==> config.mk <==
export PLATFORM = sky130hd
export DESIGN_NAME = cmp_seq_ctrl
export DESIGN_NICKNAME = d
export VERILOG_FILES = /design/src/rtl/cmp_seq_ctrl.sv
export SDC_FILE = /design/constraint.sdc
export NUM_CORES = 1
export LEC_CHECK = 0
export ABC_AREA = 1
export ABC_CLOCK_PERIOD_IN_PS = 3400
export CAP_MARGIN = 10
export CORE_MARGIN = 8
export CORE_UTILIZATION = 53
export DETAILED_ROUTE_END_ITERATION = 12
export PLACE_DENSITY = 0.94
export RECOVER_POWER = 25
export SLEW_MARGIN = 20
export SYNTH_ARGS = -nofsm -noshare
export SYNTH_HDL_FRONTEND = slang
export SYNTH_SLANG_ARGS = --single-unit
export TNS_END_PERCENT = 5
==> constraint.sdc <==
create_clock -name clk -period 3.4 [get_ports clk]
set_input_delay 0.51 -clock clk [delete_from_list [all_inputs] [get_ports clk]]
set_output_delay 0.51 -clock clk [all_outputs]
set_load 0.03 [all_outputs]
==> src/rtl/cmp_seq_ctrl.sv <==
// cmp_seq_ctrl: byte-serial multi-byte compare through one cascadable 8-bit comparator slice (signed build: SIGNED_EN).
// Latency: start sampled in cycle 0, BYTES RUN cycles, done pulse with EQ/GT in cycle BYTES+1.
// Backpressure: start is ignored while busy; a start in the DONE cycle restarts back-to-back.
module cmp_seq_ctrl #(
  parameter int BYTES = 4
) (
  input  logic               clk,
  input  logic               rst,
  input  logic               start,
  input  logic [8*BYTES-1:0] A,
  input  logic [8*BYTES-1:0] B,
  output logic               busy,
  output logic               done,
  output logic               EQ,
  output logic               GT,
  output logic [7:0]         slice_A,
  output logic [7:0]         slice_B,
  output logic               slice_eq,
  output logic               slice_gt,
  input  logic               slice_EQ,
  input  logic               slice_GT
);

  localparam int W  = 8 * BYTES;
  localparam int IW = $clog2(BYTES) + 1;
  localparam logic [IW-1:0] LAST = IW'(BYTES - 1);

  localparam logic [1:0] S_IDLE = 2'd0;
  localparam logic [1:0] S_RUN  = 2'd1;
  localparam logic [1:0] S_DONE = 2'd2;

  logic [1:0]    state;
  logic [IW-1:0] idx;
  logic          acc_eq;
  logic          acc_gt;
  logic [W-1:0]  a_lat;
  logic [W-1:0]  b_lat;
  logic [7:0]    sel_a;
  logic [7:0]    sel_b;

  // Slice drive decodes only from registered state, never from slice_EQ/GT.
  always_comb begin
    sel_a = 8'h00;
    sel_b = 8'h00;
    for (int i = 0; i < BYTES; i++) begin
      if (idx == IW'(i)) begin
        sel_a = a_lat[8*i +: 8];
        sel_b = b_lat[8*i +: 8];
      end
    end
    slice_A  = 8'h00;
    slice_B  = 8'h00;
    slice_eq = 1'b1;
    slice_gt = 1'b0;
    if (state == S_RUN) begin
      slice_A  = sel_a;
      slice_B  = sel_b;
      slice_eq = acc_eq;
      slice_gt = acc_gt;
`ifdef SIGNED_EN
      // Offset-binary on the top byte turns the unsigned slice into a signed compare.
      if (idx == LAST) begin
        slice_A[7] = ~a_lat[W-1];
        slice_B[7] = ~b_lat[W-1];
      end
`else
`endif
    end
  end

  always_ff @(posedge clk or posedge rst) begin
    if (rst) begin
      state  <= S_IDLE;
      idx    <= '0;
      acc_eq <= 1'b1;
      acc_gt <= 1'b0;
      a_lat  <= '0;
      b_lat  <= '0;
      busy   <= 1'b0;
      done   <= 1'b0;
      EQ     <= 1'b0;
      GT     <= 1'b0;
    end else begin
      case (state)
        S_RUN: begin
          acc_eq <= slice_EQ;
          acc_gt <= slice_GT;
          idx    <= idx + 1'b1;
          if (idx == LAST) begin
            state <= S_DONE;
            busy  <= 1'b0;
            done  <= 1'b1;
            EQ    <= slice_EQ;
            GT    <= slice_GT;
          end
        end
        default: begin
          done <= 1'b0;
          if (start) begin
            a_lat  <= A;
            b_lat  <= B;
            idx    <= '0;
            acc_eq <= 1'b1;
            acc_gt <= 1'b0;
            state  <= S_RUN;
            busy   <= 1'b1;
          end else begin
            state <= S_IDLE;
            busy  <= 1'b0;
          end
        end
      endcase
    end
  end

endmodule

==> qor.yml <==
cts_buffer_depth: 2
crit_required_ps: 2890
synth_edf_count: 0
critPathSlowestCell: "clkdlybuf4s50_1"
max-slew-margin-rel_pct: -19.4
outcome: "finished, violations left"
final_net_count: 621
worstPathArrival_ps: 2660
clock_latency_ps: 340
min_path_type: "reg2reg"
io_pins: 91
postPlaceCellArea_sq_um: 4550
worstPathCellList: "inv_4 > ha_1 > inv_2 > o21ai_0 > a21oi_1 > clkdlybuf4s50_1"
cp_num_buf_inv: 3
numCtsBuffers: 9
synth_top_family_by_area: "simple AND/OR/NAND/NOR gates"
die_h_um: 99.4
irDropWorstVdd_v: 0.000655
path_clk_slew_ps: 70
slew_viol_final: 74
clk_root_buffer_cell: "clkbuf_8"
power_density_nw_per_um2: 982
post-dp-hpwl_um: 7110
post-route-drc-count: 0
grt_use_total_pct: 20.4
fmax_mhz: 316
fp.dieW_um: 99.4
dr.pass1.iters: 5
hold_ws_ps: 474
core_sq_um: 6760
synth_xor_area_share_pct: 0
start_util_pct: 54.6
cp-start-kind: "flop"
rsz0062_at_grt: "no"
synthAdderAreaFrac_pct: 1.70
cts_sinks: 73
total_power_w: 0.00463
grt.overflow.total: 0
design_area_sq_um: 4710
via_per_inst: 5.35
yosysSeqAreaShare_pct: 49.5
antenna_found_initial: 0
grt_pass1_wl_um: 16100
maxCapViolations: 1
postSynth.asyncResetShare_pct: 100
dr_total_vias: 3383
endpoint_kind: "primary output"
syn-cell-area_sq_um: 3690
die_area_sq_um: 9890
worstSetupPathType: "reg2out"
hold_viol: 0
violations: "capacitance limit, slew limit"
fin_crit_ps: 3170
cp_max_fo: 32
ys_warn_count: 0
hold_buffers: 0
tns_ps: 0
rows: 30
wl_per_cell_um: 15.5
setup_violations: 0
path_delay_family: "buffers and inverters"
h-tree-depth: 3
synth_mux_area_share_pct: 0
yosysUniqueCellTypes: 26
synthCells: 475
synth-seq-cells: 73
syn_nets: 549
cpPeakStageDelay_ps: 730
synth_ff_type: "dfrtp_1"
min_period_over_period_pct: 93.2
skew_ps: 6.39
drt-total-wl_um: 9820
place_inst: 616
p_leak_nw: 2.36
drt_iter0_markers: 276
post_cts_buffers: 0
cts_tree: "built"
ant_nets: 0
grt_pass1_vias: 3342
syn_to_final_growth_pct: 27.8
synth_compound_area_share_pct: 9.46
grt_max_degree: 89
avgSynthCellArea_sq_um: 7.77
layout-drive-gt1-share_pct: 5.25
cts_resized: 0
stdcell_count: 632
tightest_slew_ps: 1790
antenna_cells: 0
port_buffers: 90
globalplace.congestion: 0.829
synthSimpleGateAreaFrac_pct: 28.7
[cell families after synthesis]
logic type      Yosys count
buf+inv                  84
fa+ha+maj                 5
flops                    73
compound gates           67
simple gates            246
[layout by cell type (no fill, tap or decap), types with 2 or more instances in the layout]
master	n
a21oi_1	37
a21oi_2	2
buf_4	2
clkbuf_1	4
clkbuf_8	12
clkdlybuf4s50_1	89
dfrtp_1	72
ha_1	5
inv_1	47
inv_2	2
nand2_1	132
nand2_4	2
nand3_1	79
nor2_1	28
nor2_4	2
o21ai_0	22
o21ai_1	3
o22ai_1	2
[path summary, 6_finish.rpt]
path                            depth (start not counted)          to  slack [ps]      from
worst min-delay path                                    2          EQ         470        EQ
worst max register to register                          7   b_lat[21]        1420  state[1]
min in group asynchronous                               3   a_lat[14]        1230       rst
max in group asynchronous                               3   a_lat[22]        1100       rst
worst max-delay path                                    6  slice_A[1]         230    idx[2]
worst min register to register                          2          EQ         470        EQ
[cell usage after synthesis (2+ instances only)]
cell type  count  area share [%]
buf_6          2            0.61
o21ai_1        3            0.41
nor2_4         2            0.61
dfrtp_1       72              49
clkbuf_1       4            0.41
a21oi_1       37             5.0
a21oi_2        2            0.47
buf_2         11             1.5
nand2_1      132              13
nor2_1        28             2.8
buf_4         11             2.2
nand2_4        2            0.61
ha_1           5             1.7
o22ai_1        2            0.34
o21ai_0       22             3.0
inv_2          2            0.20
inv_1         48             4.9
buf_1          3            0.31
nand3_1       79              11
clkbuf_2       2            0.27
[report_power, final]
part / internal, W / switching [W]
clock: 0.000327 / 0.000302
combinational: 0.000891 / 0.00161
sequential: 0.00128 / 0.000215
[state kept, by name (all words and copies together) (netlist names)]
name    count
a_lat      32
idx         3
GT          1
EQ          1
b_lat      32
state       2
acc_eq      1
acc_gt      1
[layer usage]
metal | up-vias | GRT usage, % | share of wire [%]
li1 | 1646 | - | -
met1 | 1573 | 25.3 | 42
met2 | 143 | 32.4 | 48
met3 | 21 | 5.45 | 7.4
met4 | 0 | 9.78 | 2.4
met5 | - | 0 | 0
[area by class of cell]
| class | count | area, sq um |
|---|---|---|
| clock buffer | 16 | 180 |
| inverter | 51 | 194 |
| fill | 528 | 2040 |
| multi-input combinational | 318 | 1470 |
| tap | 80 | 100 |
| sequential | 73 | 1830 |
| timing repair buffer | 94 | 941 |
[worst min-delay path, cell delays in order (launching register included)]
cell	delay, ps
dfrtp_1	350
nand2_1	50
nand2_1	50
[stage by stage]
step	utilization (%)	worst slack (ps)
6_report	69.8	233
5_1_grt	69.8	48.7
4_1_cts	70.0	232
3_5_place_dp	67.3	635
3_3_place_gp	67.3	704
2_1_floorplan	-	1040
No activity file was read; power rests on OpenSTA's default activity.
